$ cat src/rtl/mac_seq_pkg.sv
// Shared constants and types for the MAC sequencer: phase codes, FSM encoding, widths.
package mac_seq_pkg;

    localparam int CNT_W  = 4;
    localparam int ADDR_W = 8;

    // Phase codes seen by the MAC datapath on State.
    localparam logic [1:0] PH_LOAD = 2'b00;
    localparam logic [1:0] PH_IDLE = 2'b01;
    localparam logic [1:0] PH_ACC  = 2'b10;
    localparam logic [1:0] PH_WB   = 2'b11;

    typedef enum logic [2:0] {
        S_IDLE = 3'd0,
        S_P0   = 3'd1,
        S_P1   = 3'd2,
        S_P2   = 3'd3,
        S_P3   = 3'd4
    } state_e;

    // Map FSM state to the phase code driven onto State.
    function automatic logic [1:0] phase_of(input state_e s);
        case (s)
            S_P0:    phase_of = PH_LOAD;
            S_P1:    phase_of = PH_IDLE;
            S_P2:    phase_of = PH_ACC;
            S_P3:    phase_of = PH_WB;
            default: phase_of = PH_IDLE;
        endcase
    endfunction

endpackage

$ cat src/rtl/mac_sequencer_seq_counter.sv
// Term/equation/address counters with latched job dimensions and end-of-row/job flags.
// The coefficient address is a running counter, so no multiplier is needed.
module seq_counter
    import mac_seq_pkg::*;
(
    input  logic              clk_i,
    input  logic              rst_ni,
    input  logic              load_i,
    input  logic              advance_i,
    input  logic [CNT_W-1:0]  num_eq_i,
    input  logic [CNT_W-1:0]  num_terms_i,
    output logic [CNT_W-1:0]  term_o,
    output logic [ADDR_W-1:0] addr_o,
    output logic              first_term_o,
    output logic              last_term_o,
    output logic              last_eq_o
);

    logic [CNT_W-1:0]  num_eq_q, num_eq_d;
    logic [CNT_W-1:0]  num_terms_q, num_terms_d;
    logic [CNT_W-1:0]  term_q, term_d;
    logic [CNT_W-1:0]  eq_q, eq_d;
    logic [ADDR_W-1:0] addr_q, addr_d;

    assign term_o       = term_q;
    assign addr_o       = addr_q;
    assign first_term_o = (term_q == '0);
    assign last_term_o  = (term_q == num_terms_q);
    assign last_eq_o    = (eq_q == num_eq_q);

    // Next-state: load on accepted start, step on each writeback exit, clear after the final term.
    always_comb begin
        num_eq_d    = num_eq_q;
        num_terms_d = num_terms_q;
        term_d      = term_q;
        eq_d        = eq_q;
        addr_d      = addr_q;
        if (load_i) begin
            num_eq_d    = num_eq_i;
            num_terms_d = num_terms_i;
            term_d      = '0;
            eq_d        = '0;
            addr_d      = '0;
        end else if (advance_i) begin
            if (last_term_o && last_eq_o) begin
                // Job finished: clear so the 16x16 case never shows a wrapped address.
                term_d = '0;
                eq_d   = '0;
                addr_d = '0;
            end else if (last_term_o) begin
                term_d = '0;
                eq_d   = eq_q + 4'd1;
                addr_d = addr_q + 8'd1;
            end else begin
                term_d = term_q + 4'd1;
                addr_d = addr_q + 8'd1;
            end
        end
    end

    // Counter registers with synchronous active-low reset.
    always_ff @(posedge clk_i) begin
        if (!rst_ni) begin
            num_eq_q    <= '0;
            num_terms_q <= '0;
            term_q      <= '0;
            eq_q        <= '0;
            addr_q      <= '0;
        end else begin
            num_eq_q    <= num_eq_d;
            num_terms_q <= num_terms_d;
            term_q      <= term_d;
            eq_q        <= eq_d;
            addr_q      <= addr_d;
        end
    end

endmodule

$ cat src/rtl/mac_sequencer.sv
// Matrix-vector MAC sequencer: walks every (equation, term) pair through a
// four-phase load/wait/accumulate/writeback pass and pulses Done at the end.
module mac_sequencer
    import mac_seq_pkg::*;
(
    input  logic              clk_i,
    input  logic              rst_ni,
    input  logic              start_i,
    input  logic [CNT_W-1:0]  num_eq_i,
    input  logic [CNT_W-1:0]  num_terms_i,
    input  logic              hold_i,
    output logic [1:0]        state_o,
    output logic [1:0]        control_o,
    output logic [ADDR_W-1:0] const_addr_o,
    output logic [CNT_W-1:0]  var_addr_o,
    output logic              busy_o,
    output logic              done_o
);

    state_e state_q, state_d;
    logic   done_q, done_d;

    logic              load, advance;
    logic              first_term, last_term, last_eq;
    logic [CNT_W-1:0]  term;
    logic [ADDR_W-1:0] addr;

    // Start is only honoured from IDLE, so latched counts are stable mid-job.
    assign load    = (state_q == S_IDLE) && start_i;
    assign advance = (state_q == S_P3);

    seq_counter u_cnt (
        .clk_i        (clk_i),
        .rst_ni       (rst_ni),
        .load_i       (load),
        .advance_i    (advance),
        .num_eq_i     (num_eq_i),
        .num_terms_i  (num_terms_i),
        .term_o       (term),
        .addr_o       (addr),
        .first_term_o (first_term),
        .last_term_o  (last_term),
        .last_eq_o    (last_eq)
    );

    // Next-state logic; Hold stalls only the load phase.
    always_comb begin
        state_d = state_q;
        done_d  = 1'b0;
        case (state_q)
            S_IDLE: if (start_i) state_d = S_P0;
            S_P0:   if (!hold_i) state_d = S_P1;
            S_P1:   state_d = S_P2;
            S_P2:   state_d = S_P3;
            S_P3: begin
                if (last_term && last_eq) begin
                    state_d = S_IDLE;
                    done_d  = 1'b1;
                end else begin
                    state_d = S_P0;
                end
            end
            default: state_d = S_IDLE;
        endcase
    end

    // State and Done registers; reset wins over Start and Hold.
    always_ff @(posedge clk_i) begin
        if (!rst_ni) begin
            state_q <= S_IDLE;
            done_q  <= 1'b0;
        end else begin
            state_q <= state_d;
            done_q  <= done_d;
        end
    end

    // Outputs: control flags only in the load phase, addresses forced to 0 when idle.
    always_comb begin
        busy_o       = (state_q != S_IDLE);
        state_o      = phase_of(state_q);
        control_o    = (state_q == S_P0) ? {first_term, last_term} : 2'b00;
        const_addr_o = busy_o ? addr : '0;
        var_addr_o   = busy_o ? term : '0;
        done_o       = done_q;
    end

endmodule

$ cat config.mk
export PLATFORM = sky130hd
export DESIGN_NAME = mac_sequencer
export DESIGN_NICKNAME = d
export VERILOG_FILES = /design/src/rtl/mac_seq_pkg.sv /design/src/rtl/mac_sequencer_seq_counter.sv /design/src/rtl/mac_sequencer.sv
export SDC_FILE = /design/constraint.sdc
export NUM_CORES = 1
export LEC_CHECK = 0
export BUFFER_PORTS_ARGS = -buffer_cell sky130_fd_sc_hd__buf_4
export CAP_MARGIN = 0
export CORE_ASPECT_RATIO = 0.5
export CORE_MARGIN = 2
export CORE_UTILIZATION = 26
export CTS_BUF_LIST = sky130_fd_sc_hd__clkbuf_16
export DETAILED_ROUTE_END_ITERATION = 16
export SLEW_MARGIN = 15
export SYNTH_ARGS = -nofsm -noshare
export SYNTH_HDL_FRONTEND = slang
export SYNTH_SLANG_ARGS = --single-unit
$ cat constraint.sdc
create_clock -name clk_i -period 2.1 [get_ports clk_i]
set_input_delay 0.42 -clock clk_i [delete_from_list [all_inputs] [get_ports clk_i]]
set_output_delay 0.42 -clock clk_i [all_outputs]
set_load 0.01 [all_outputs]
==> results of run 1 <==
[final cells by class]
cell class	count	area [um2]	share of cell area [%]
tap	70	87.6	4.99
multi-input combinational	130	771	43.9
clock buffer	3	75.1	4.27
inverter	6	22.5	1.28
sequential	28	561	31.9
timing repair buffer	32	240	13.7
[routing by layer]
metal,up-vias,track usage [%],wire [um]
li1,638,-,-
met1,547,12.6,1490
met2,17,17.4,1460
met3,2,2.69,91
met4,0,1.65,19
met5,-,0,0
[critical path: stages, from the launching register on]
cell     delay [ns]
dfxtp_1        0.39
nor3_1         0.26
inv_1          0.22
and2_1         0.22
buf_4          0.14
[sequential cells by signal, summed over array words and instances, names as in the netlist]
signal and cells:
u_cnt.addr_o 8, u_cnt.eq_q 4, u_cnt.num_eq_q 4, u_cnt.num_terms_q 4
u_cnt.term_o 4, state_q 3, done_o 1
[cell usage after synthesis (2+ instances only)]
master | n | area [um2]
o211ai_1 | 2 | 15.0
nand3_1 | 4 | 20.0
or3_1 | 4 | 25.0
o21ai_0 | 9 | 45.0
nand2_1 | 31 | 116
nand4_1 | 3 | 18.8
clkbuf_1 | 6 | 22.5
buf_2 | 2 | 10.0
ha_1 | 4 | 50.1
a21oi_1 | 19 | 95.1
inv_1 | 6 | 22.5
xor2_1 | 6 | 52.6
xnor2_1 | 8 | 70.1
nor3_1 | 5 | 25.0
nor2_1 | 12 | 45.0
dfxtp_1 | 28 | 561
and2_1 | 11 | 68.8
[final timing paths]
check | cells past startpoint | end
setup reg to reg | 3 | u_cnt.eq_q[3]
hold / removal | 3 | u_cnt.num_terms_q[3]
hold reg to reg | 2 | u_cnt.num_terms_q[3]
setup / recovery | 4 | const_addr_o[1]
[kinds of logic after synthesis]
kind of cell,count (synthesis),share of synthesized area [%]
adders and majority gates,4,3.59
AOI/OAI and AO/OA,33,14.1
xor gates and xnor gates,14,8.79
muxes,1,0.718
buffers and inverters,15,4.75
and+or+nand+nor,78,27.9
DFF,28,40.2
[stage by stage]
stage / cell area [um2] / utilization (%) / hold slack [ns] / std cells
2_1_floorplan: 1400 / - / 0.449 / 173
3_3_place_gp: 1680 / 33.3 / 0.457 / 266
3_5_place_dp: 1680 / 33.3 / 0.467 / 266
4_1_cts: 1750 / 34.8 / 0.409 / 269
5_1_grt: 1760 / 34.8 / 0.408 / 269
6_report: 1760 / 34.8 / 0.410 / 269
[power by group through the flow]
stage,clock network [mW],logic [mW],registers (mW)
global route,0.451,0.206,0.569
detailed placement,0,0.186,0.579
finish,0.418,0.184,0.567
floorplan,0,0.128,0.568
CTS,0.426,0.187,0.567
global placement,0,0.183,0.577
[timing repair]
| action | CTS | global route |
|---|---|---|
| resized for setup | 0 | 1 |
| hold endpoints to repair | 0 | 0 |
| endpoints found under the setup margin | 0 | 1 |
==> flow_metrics.py, run 1 <==
metrics = {
    "outcome": {
        "status": "completed",
    },
    "power": {
        "clkPwrFrac_pct": 35.8,
        "p_leak_nw": 0.691,
        "power.total_mw": 1.17,
        "p_switching_mw": 0.294,
        "p_int_mw": 0.876,
        "switching_share_pct": 25.1,
        "powerDensity_nw_per_um2": 666,
        "p_seq_share_pct": 48.5,
        "p_comb_share_pct": 15.7,
        "peakVddDrop_v": 0.000294,
    },
    "final_layout": {
        "final_common_cell": "buf_4",
        "layout_common_cells": "32 x buf_4, 31 x nand2_1, 28 x dfxtp_1, 19 x a21oi_1, 12 x nor2_1",
        "area_delta_synth_final_pct": 25.9,
        "antennaDiodeCount": 0,
        "drive_gt1_share_pct": 19.1,
        "n_fill_cell": 564,
        "fin_nets": 217,
    },
    "placed_design": {
        "place.gp.congestion": 0.815,
        "place_ws_ns": 0.291,
        "port_buffers": 29,
        "dp_hpwl_um": 2320,
    },
    "clock_tree": {
        "root_buffer": "clkbuf_16",
        "worstSkewPairLatency_ns": 0.26,
        "htree_levels": 1,
        "cts_setup_buffers": 0,
        "numCtsBuffers": 3,
        "postCtsHoldBufs": 0,
        "cts_tree": "done",
        "clk_pin_slew_worst_paths_ns": 0.06,
        "clockBufferDepth": 2,
        "clock_sinks": 28,
    },
    "global_route": {
        "grt_pass1_wl_um": 4910,
        "grt_start_max_net_pins": 16,
        "antenna_found_initial": 0,
        "grt_pass1_vias": 1094,
        "overflow": 0,
        "grt_use_total_pct": 10.0,
    },
    "synth": {
        "synth.yosys.warnings": 0,
        "synth_edf_count": 0,
        "synthFlopType": "dfxtp_1",
        "syn-cell-area_um2": 1400,
        "synth_fp_nets": 189,
        "synthCells": 173,
        "async_flop_share_pct": 0,
        "seq_area_frac_synth_pct": 40.2,
        "ys_types": 30,
        "avgSynthCellArea_um2": 8.06,
        "synth_seq_cells": 28,
    },
    "setup_path": {
        "crit_path_end_kind": "output port",
        "setup.worst_path.class": "reg -> out",
        "critPathLaunch": "state_q[0]",
        "reg2reg_from": "state_q[2]",
        "crit_path_max_fanout": 12,
        "arrival_ns": 1.48,
        "crit_required_ns": 1.68,
        "r2r_slack_ns": 0.41,
        "start_kind": "flop",
    },
    "timing": {
        "relSlewSlack_pct": 69.2,
        "hold_viol": 0,
        "period_share_pct": 90.6,
        "fin_crit_ns": 1.90,
        "fmax_ghz": 0.526,
        "tightest_slew_ns": 0.460,
        "final-setup-viol-count": 0,
        "setup_slack_ns": 0.198,
        "skew_ns": 0.00200,
        "slew_viol_final": 0,
        "tns_ns": 0,
        "rsz0062_at_grt": "no",
    },
    "drt": {
        "routed_wire_length_per_instance_um": 11.4,
        "drtPass1Iterations": 4,
        "drc": 0,
        "vias": 1204,
        "finalWirelength_um": 3060,
        "via_per_inst": 4.48,
        "dr.first_iter.drc_count": 31,
        "ant_nets": 0,
    },
    "floorplan": {
        "core_area_um2": 5040,
        "die_x_um": 108,
        "start_util_pct": 27.7,
        "rows": 18,
        "ios": 30,
        "dieHeight_um": 55.8,
        "dieArea_um2": 6000,
    },
    "flow_run": {
        "maxCapViolCount": 0,
    },
    "worst_hold_path": {
        "min_from": "num_terms_i[3]",
        "hold_path_class": "in -> reg",
    },
}
No activity file was read; power rests on OpenSTA's default activity.
==> run 2, diff against run 1 <==
Settings changed: ABC_AREA set to 1.
==> run 2 against run 1 <==
Core utilization down 0.58 points. First-iteration DRC count unchanged. Clock-buffer cell count unchanged. Critical endpoint is now control_o[0]. Maximum frequency up 2.5%. Clock skew up 0.0032 ns. Highest routed layer unchanged. Flip-flop and latch count unchanged. Synthesized cell count up 22%. Total power up 19%. Via count up 12%.
==> flow_metrics.py, run 2 <==
metrics = {
    "final_layout": {
        "fin_nets": 258,
        "largest_reg_flops": 8,
        "final_common_cell": "nand2_1",
        "antennaDiodeCount": 0,
        "layout_common_cells": "43 x nand2_1, 31 x nor2_1, 29 x buf_4, 28 x dfxtp_1, 25 x inv_1",
        "stdcell_count": 314,
        "area_delta_synth_final_pct": 25.0,
        "n_fill_cell": 575,
        "drive_gt1_share_pct": 21.6,
    },
    "drt": {
        "via_per_inst": 4.29,
        "ant_nets": 0,
        "dr.first_iter.drc_count": 31,
        "drc": 0,
        "vias": 1348,
        "drtPass1Iterations": 4,
        "finalWirelength_um": 3240,
        "routed_wire_length_per_instance_um": 10.3,
    },
    "setup_path": {
        "crit_buf_inv": 2,
        "arrival_ns": 1.44,
        "critPathTopFamily": "simple AND/OR/NAND/NOR gates",
        "crit_path_end_kind": "output port",
        "crit_path_max_fanout": 4,
        "setup.worst_path.class": "reg -> out",
        "max_stage_delay_ns": 0.36,
        "start_kind": "flop",
        "critPathSlowestCell": "dfxtp_1",
        "crit_required_ns": 1.68,
        "path_cells": "inv_2, nand2_1, or2_1, nor3_1, buf_4",
    },
    "floorplan": {
        "ios": 30,
        "core_area_um2": 5590,
        "start_util_pct": 27.4,
        "dieArea_um2": 6550,
        "dieHeight_um": 58.2,
        "rows": 19,
        "die_x_um": 112,
    },
    "worst_hold_path": {
        "hold_path_class": "in -> reg",
    },
    "synth": {
        "seq_area_frac_synth_pct": 36.6,
        "synth.area.top_cells": "dfxtp_1 37%, nand2_1 11%, nor2_1 7.6%",
        "synth.yosys.warnings": 0,
        "synth_area_leader_cell": "dfxtp_1",
        "synthCells": 211,
        "async_flop_share_pct": 0,
        "synth_edf_count": 0,
        "synthTopCellsByCount": "43 x nand2_1, 31 x nor2_1, 28 x dfxtp_1",
        "ys_types": 27,
        "synthFlopType": "dfxtp_1",
        "synth_most_common_cell": "nand2_1",
        "avgSynthCellArea_um2": 7.25,
        "syn-cell-area_um2": 1530,
        "synth_seq_cells": 28,
        "synth_fp_nets": 227,
        "post-synth-top-area-fraction_pct": 36.6,
    },
    "clock_tree": {
        "postCtsHoldBufs": 0,
        "clockBufferDepth": 2,
        "numCtsBuffers": 3,
        "clock_sinks": 28,
        "cts_tree": "done",
        "worstSkewPairLatency_ns": 0.27,
        "cts_setup_buffers": 0,
        "clk_pin_slew_worst_paths_ns": 0.07,
        "cts_resized": 0,
        "root_buffer": "clkbuf_16",
        "htree_levels": 1,
    },
    "outcome": {
        "status": "completed",
    },
    "timing": {
        "tightest_slew_ns": 0.288,
        "rsz0062_at_grt": "no",
        "hold_viol": 0,
        "skew_ns": 0.00518,
        "period_share_pct": 88.4,
        "fin_crit_ns": 1.86,
        "final-setup-viol-count": 0,
        "fmax_ghz": 0.539,
        "tns_ns": 0,
        "relSlewSlack_pct": 80.8,
        "slew_viol_final": 0,
    },
    "global_route": {
        "grt_pass1_vias": 1228,
        "antenna_found_initial": 0,
        "grt_pass1_wl_um": 5510,
        "grt_start_max_net_pins": 18,
        "grt_use_total_pct": 10.4,
        "overflow": 0,
    },
    "power": {
        "powerDensity_nw_per_um2": 728,
        "peakVddDrop_v": 0.000317,
        "power.total_mw": 1.39,
        "p_leak_nw": 0.831,
    },
    "placed_design": {
        "place.gp.congestion": 0.793,
        "placedCellCount": 310,
        "dp_hpwl_um": 2490,
        "port_buffers": 29,
    },
    "flow_run": {
        "maxCapViolCount": 0,
    },
}
run 2: cell types whose count changed after synthesis, sizes merged, moves of 6 or more:
cell and delta:
nand3 +8, clkbuf -6, and2 -11, inv +24
nand2 +20, nor2 +23
run 2: cell families (layout without fill, tap and decap cells):
logic type      Yosys count  in the layout  share of synthesized area (%)
compound gates           26             26                           9.98
xor+xnor                  9              9                           5.15
fa+ha+maj                 4              4                           3.27
flops                    28             28                           36.6
buf+inv                  33             63                           9.89
simple gates            111            111                           35.1
run 2: area by class of cell:
class	count	area [um2]	area share (%)
repair buffers	29	218	11.4
multi-input cells	150	818	42.8
flip-flops and latches	28	561	29.3
well taps	73	91.3	4.77
clock buffers	3	75.1	3.92
clock inverters	1	30.0	1.57
inverters	30	120	6.28
run 2: layer usage:
layer / vias up / wire [um] / global-route usage, %
li1: 729 / - / -
met1: 598 / 1780 / 13.7
met2: 16 / 1360 / 17.1
met3: 5 / 61 / 2.41
met4: 0 / 34 / 3.66
met5: - / 0 / 0
run 2: worst register-to-register path: stages (launching register included):
cell and delay, ns:
dfxtp_1 0.36, nor2_4 0.21, nand2_4 0.09, inv_4 0.19
nand2_4 0.16, nand2_4 0.14, inv_4 0.06, o21ai_4 0.09
nor2_1 0.07
run 2: final timing paths:
check / from / to / slack, ns / cells after the start
setup / recovery: state_q[2] / control_o[0] / 0.24 / 5
hold / removal: num_terms_i[2] / u_cnt.num_terms_q[2] / 0.43 / 3
setup reg to reg: state_q[0] / u_cnt.addr_o[7] / 0.63 / 8
hold reg to reg: u_cnt.num_eq_q[1] / u_cnt.num_eq_q[1] / 0.47 / 2
run 2: metrics by stage:
stage                     setup slack, ns  hold WS [ns]  util (%)  area (um2)
final                               0.244         0.431      34.2        1910
after global routing                0.165         0.440      34.2        1910
after CTS                           0.237         0.429      34.2        1910
after detailed placement            0.543         0.460      32.4        1810
after global placement              0.548         0.459      32.4        1810
after floorplan                     0.544         0.443         -        1530
run 2: power breakdown:
group          leakage, nW  total (mW)  internal [mW]  switching, mW
sequential           0.227       0.570          0.552         0.0174
clock               0.0511       0.568          0.380          0.188
combinational        0.552       0.255         0.0914          0.163
==> run 3, diff against run 2 <==
--- a/config.mk
+++ b/config.mk
@@ -15,2 +15,3 @@
 export DETAILED_ROUTE_END_ITERATION = 16
+export SETUP_SLACK_MARGIN = 0.15
 export SLEW_MARGIN = 15
==> constraint.sdc (replaced) <==
create_clock -name clk_i -period 2.1 [get_ports clk_i]
set_input_delay 0.105 -clock clk_i [delete_from_list [all_inputs] [get_ports clk_i]]
set_output_delay 0.105 -clock clk_i [all_outputs]
set_load 0.01 [all_outputs]
==> run 3 against run 2 <==
Maximum frequency is 18% higher. Via count is 3.6% higher. Cell count stayed put. Non-clock buffer count stayed put. Critical path depth stayed put. Critical path type unchanged. Highest routed layer unchanged.
==> flow_metrics.py, run 3 (synthesized netlist as in run 2, its figures left out) <==
metrics = {
    "clock_tree": {
        "numCtsBuffers": 3,
        "cts_tree": "done",
        "clockBufferDepth": 2,
        "root_buffer": "clkbuf_16",
        "cts_setup_buffers": 0,
        "worstSkewPairLatency_ns": 0.26,
        "cts_resized": 0,
        "clock_sinks": 28,
        "htree_levels": 1,
        "postCtsHoldBufs": 0,
        "clk_pin_slew_worst_paths_ns": 0.07,
    },
    "setup_path": {
        "critPathSlowestCell": "dfxtp_1",
        "r2r_slack_ns": 0.67,
        "start_kind": "flop",
        "max_stage_delay_ns": 0.36,
        "arrival_ns": 1.47,
        "setup.worst_path.class": "reg -> out",
        "path_cells": "inv_2, nand2_1, or2_1, nor3_1, buf_4",
        "crit_path_max_fanout": 4,
        "crit_path_end_kind": "output port",
        "crit_required_ns": 2.00,
    },
    "global_route": {
        "grt_pass1_wl_um": 5760,
        "grt_pass1_vias": 1298,
        "grt_start_max_net_pins": 18,
        "overflow": 0,
        "grt_use_total_pct": 11.0,
        "antenna_found_initial": 0,
    },
    "power": {
        "peakVddDrop_v": 0.000357,
        "power.total_mw": 1.38,
        "p_leak_nw": 0.831,
        "powerDensity_nw_per_um2": 722,
    },
    "final_layout": {
        "fin_nets": 258,
        "largest_reg_flops": 8,
        "antennaDiodeCount": 0,
        "final_cell_area_um2": 1910,
        "area_delta_synth_final_pct": 25.0,
        "final_common_cell": "nand2_1",
        "drive_gt1_share_pct": 21.6,
        "post-route-util_pct": 34.2,
        "layout_common_cells": "43 x nand2_1, 31 x nor2_1, 29 x buf_4, 28 x dfxtp_1, 25 x inv_1",
    },
    "placed_design": {
        "dp_hpwl_um": 2650,
        "place_ws_ns": 0.675,
        "placed_area_um2": 1810,
        "place.gp.congestion": 0.751,
        "port_buffers": 29,
    },
    "drt": {
        "routed_wire_length_per_instance_um": 10.9,
        "ant_nets": 0,
        "dr.first_iter.drc_count": 35,
        "vias": 1396,
        "drtPass1Iterations": 4,
        "via_per_inst": 4.45,
        "drc": 0,
        "finalWirelength_um": 3410,
    },
    "timing": {
        "skew_ns": 0.00449,
        "tightest_slew_ns": 0.294,
        "fin_crit_ns": 1.58,
        "final-setup-viol-count": 0,
        "fmax_ghz": 0.634,
        "setup_slack_ns": 0.523,
        "tns_ns": 0,
        "hold_viol": 0,
        "relSlewSlack_pct": 80.4,
        "slew_viol_final": 0,
        "period_share_pct": 75.1,
        "rsz0062_at_grt": "no",
    },
    "floorplan": {
        "dieHeight_um": 58.2,
        "start_util_pct": 27.4,
        "rows": 19,
        "dieArea_um2": 6550,
        "die_x_um": 112,
        "core_area_um2": 5590,
        "ios": 30,
    },
    "worst_hold_path": {
        "hold_path_class": "in -> reg",
    },
    "flow_run": {
        "maxCapViolCount": 0,
    },
    "outcome": {
        "status": "completed",
    },
}
==> run 3: cell counts in the layout (fill, tap and decap cells not counted) <==
No cell type changed its count.
==> run 3: report_power, final <==
group,internal (mW),switching (mW)
clock network,0.379,0.180
logic,0.0914,0.160
registers,0.553,0.0180
total,1.02,0.358
==> run 3: worst paths after layout <==
kind	to	from	cells past startpoint
max	control_o[0]	state_q[2]	5
min	u_cnt.num_terms_q[2]	num_terms_i[2]	3
max reg2reg	u_cnt.term_o[0]	state_q[0]	8
min reg2reg	u_cnt.num_eq_q[1]	u_cnt.num_eq_q[1]	2
==> run 3: layer usage <==
layer  wire length (um)  up-vias  track usage [%]  share of wire [%]
met4                 24        0             3.31               0.70
met2               1550       24             19.2                 46
li1                   -      732                -                  -
met5                  0        -                0                  0
met1               1700      638             13.7                 50
met3                128        2             2.82                3.8
==> run 3: area by class of cell <==
type / count / area, um2
flip-flops and latches: 28 / 561
inverters: 30 / 120
well taps: 73 / 91.3
fillers: 573 / 3670
multi-input cells: 150 / 818
clock buffers: 3 / 75.1
clock inverters: 1 / 30.0
repair buffers: 29 / 218
==> run 3: worst max-delay path, delay by kind of cell, from the launching register on <==
family        cells  cell delay [ns]
buf+inv           2             0.27
flops             1             0.36
simple gates      3             0.58
==> run 3: metrics by stage <==
step	hold WS, ns	instances
2_1_floorplan	0.243	211
3_3_place_gp	0.385	310
3_5_place_dp	0.393	310
4_1_cts	0.119	314
5_1_grt	0.126	314
6_report	0.122	314
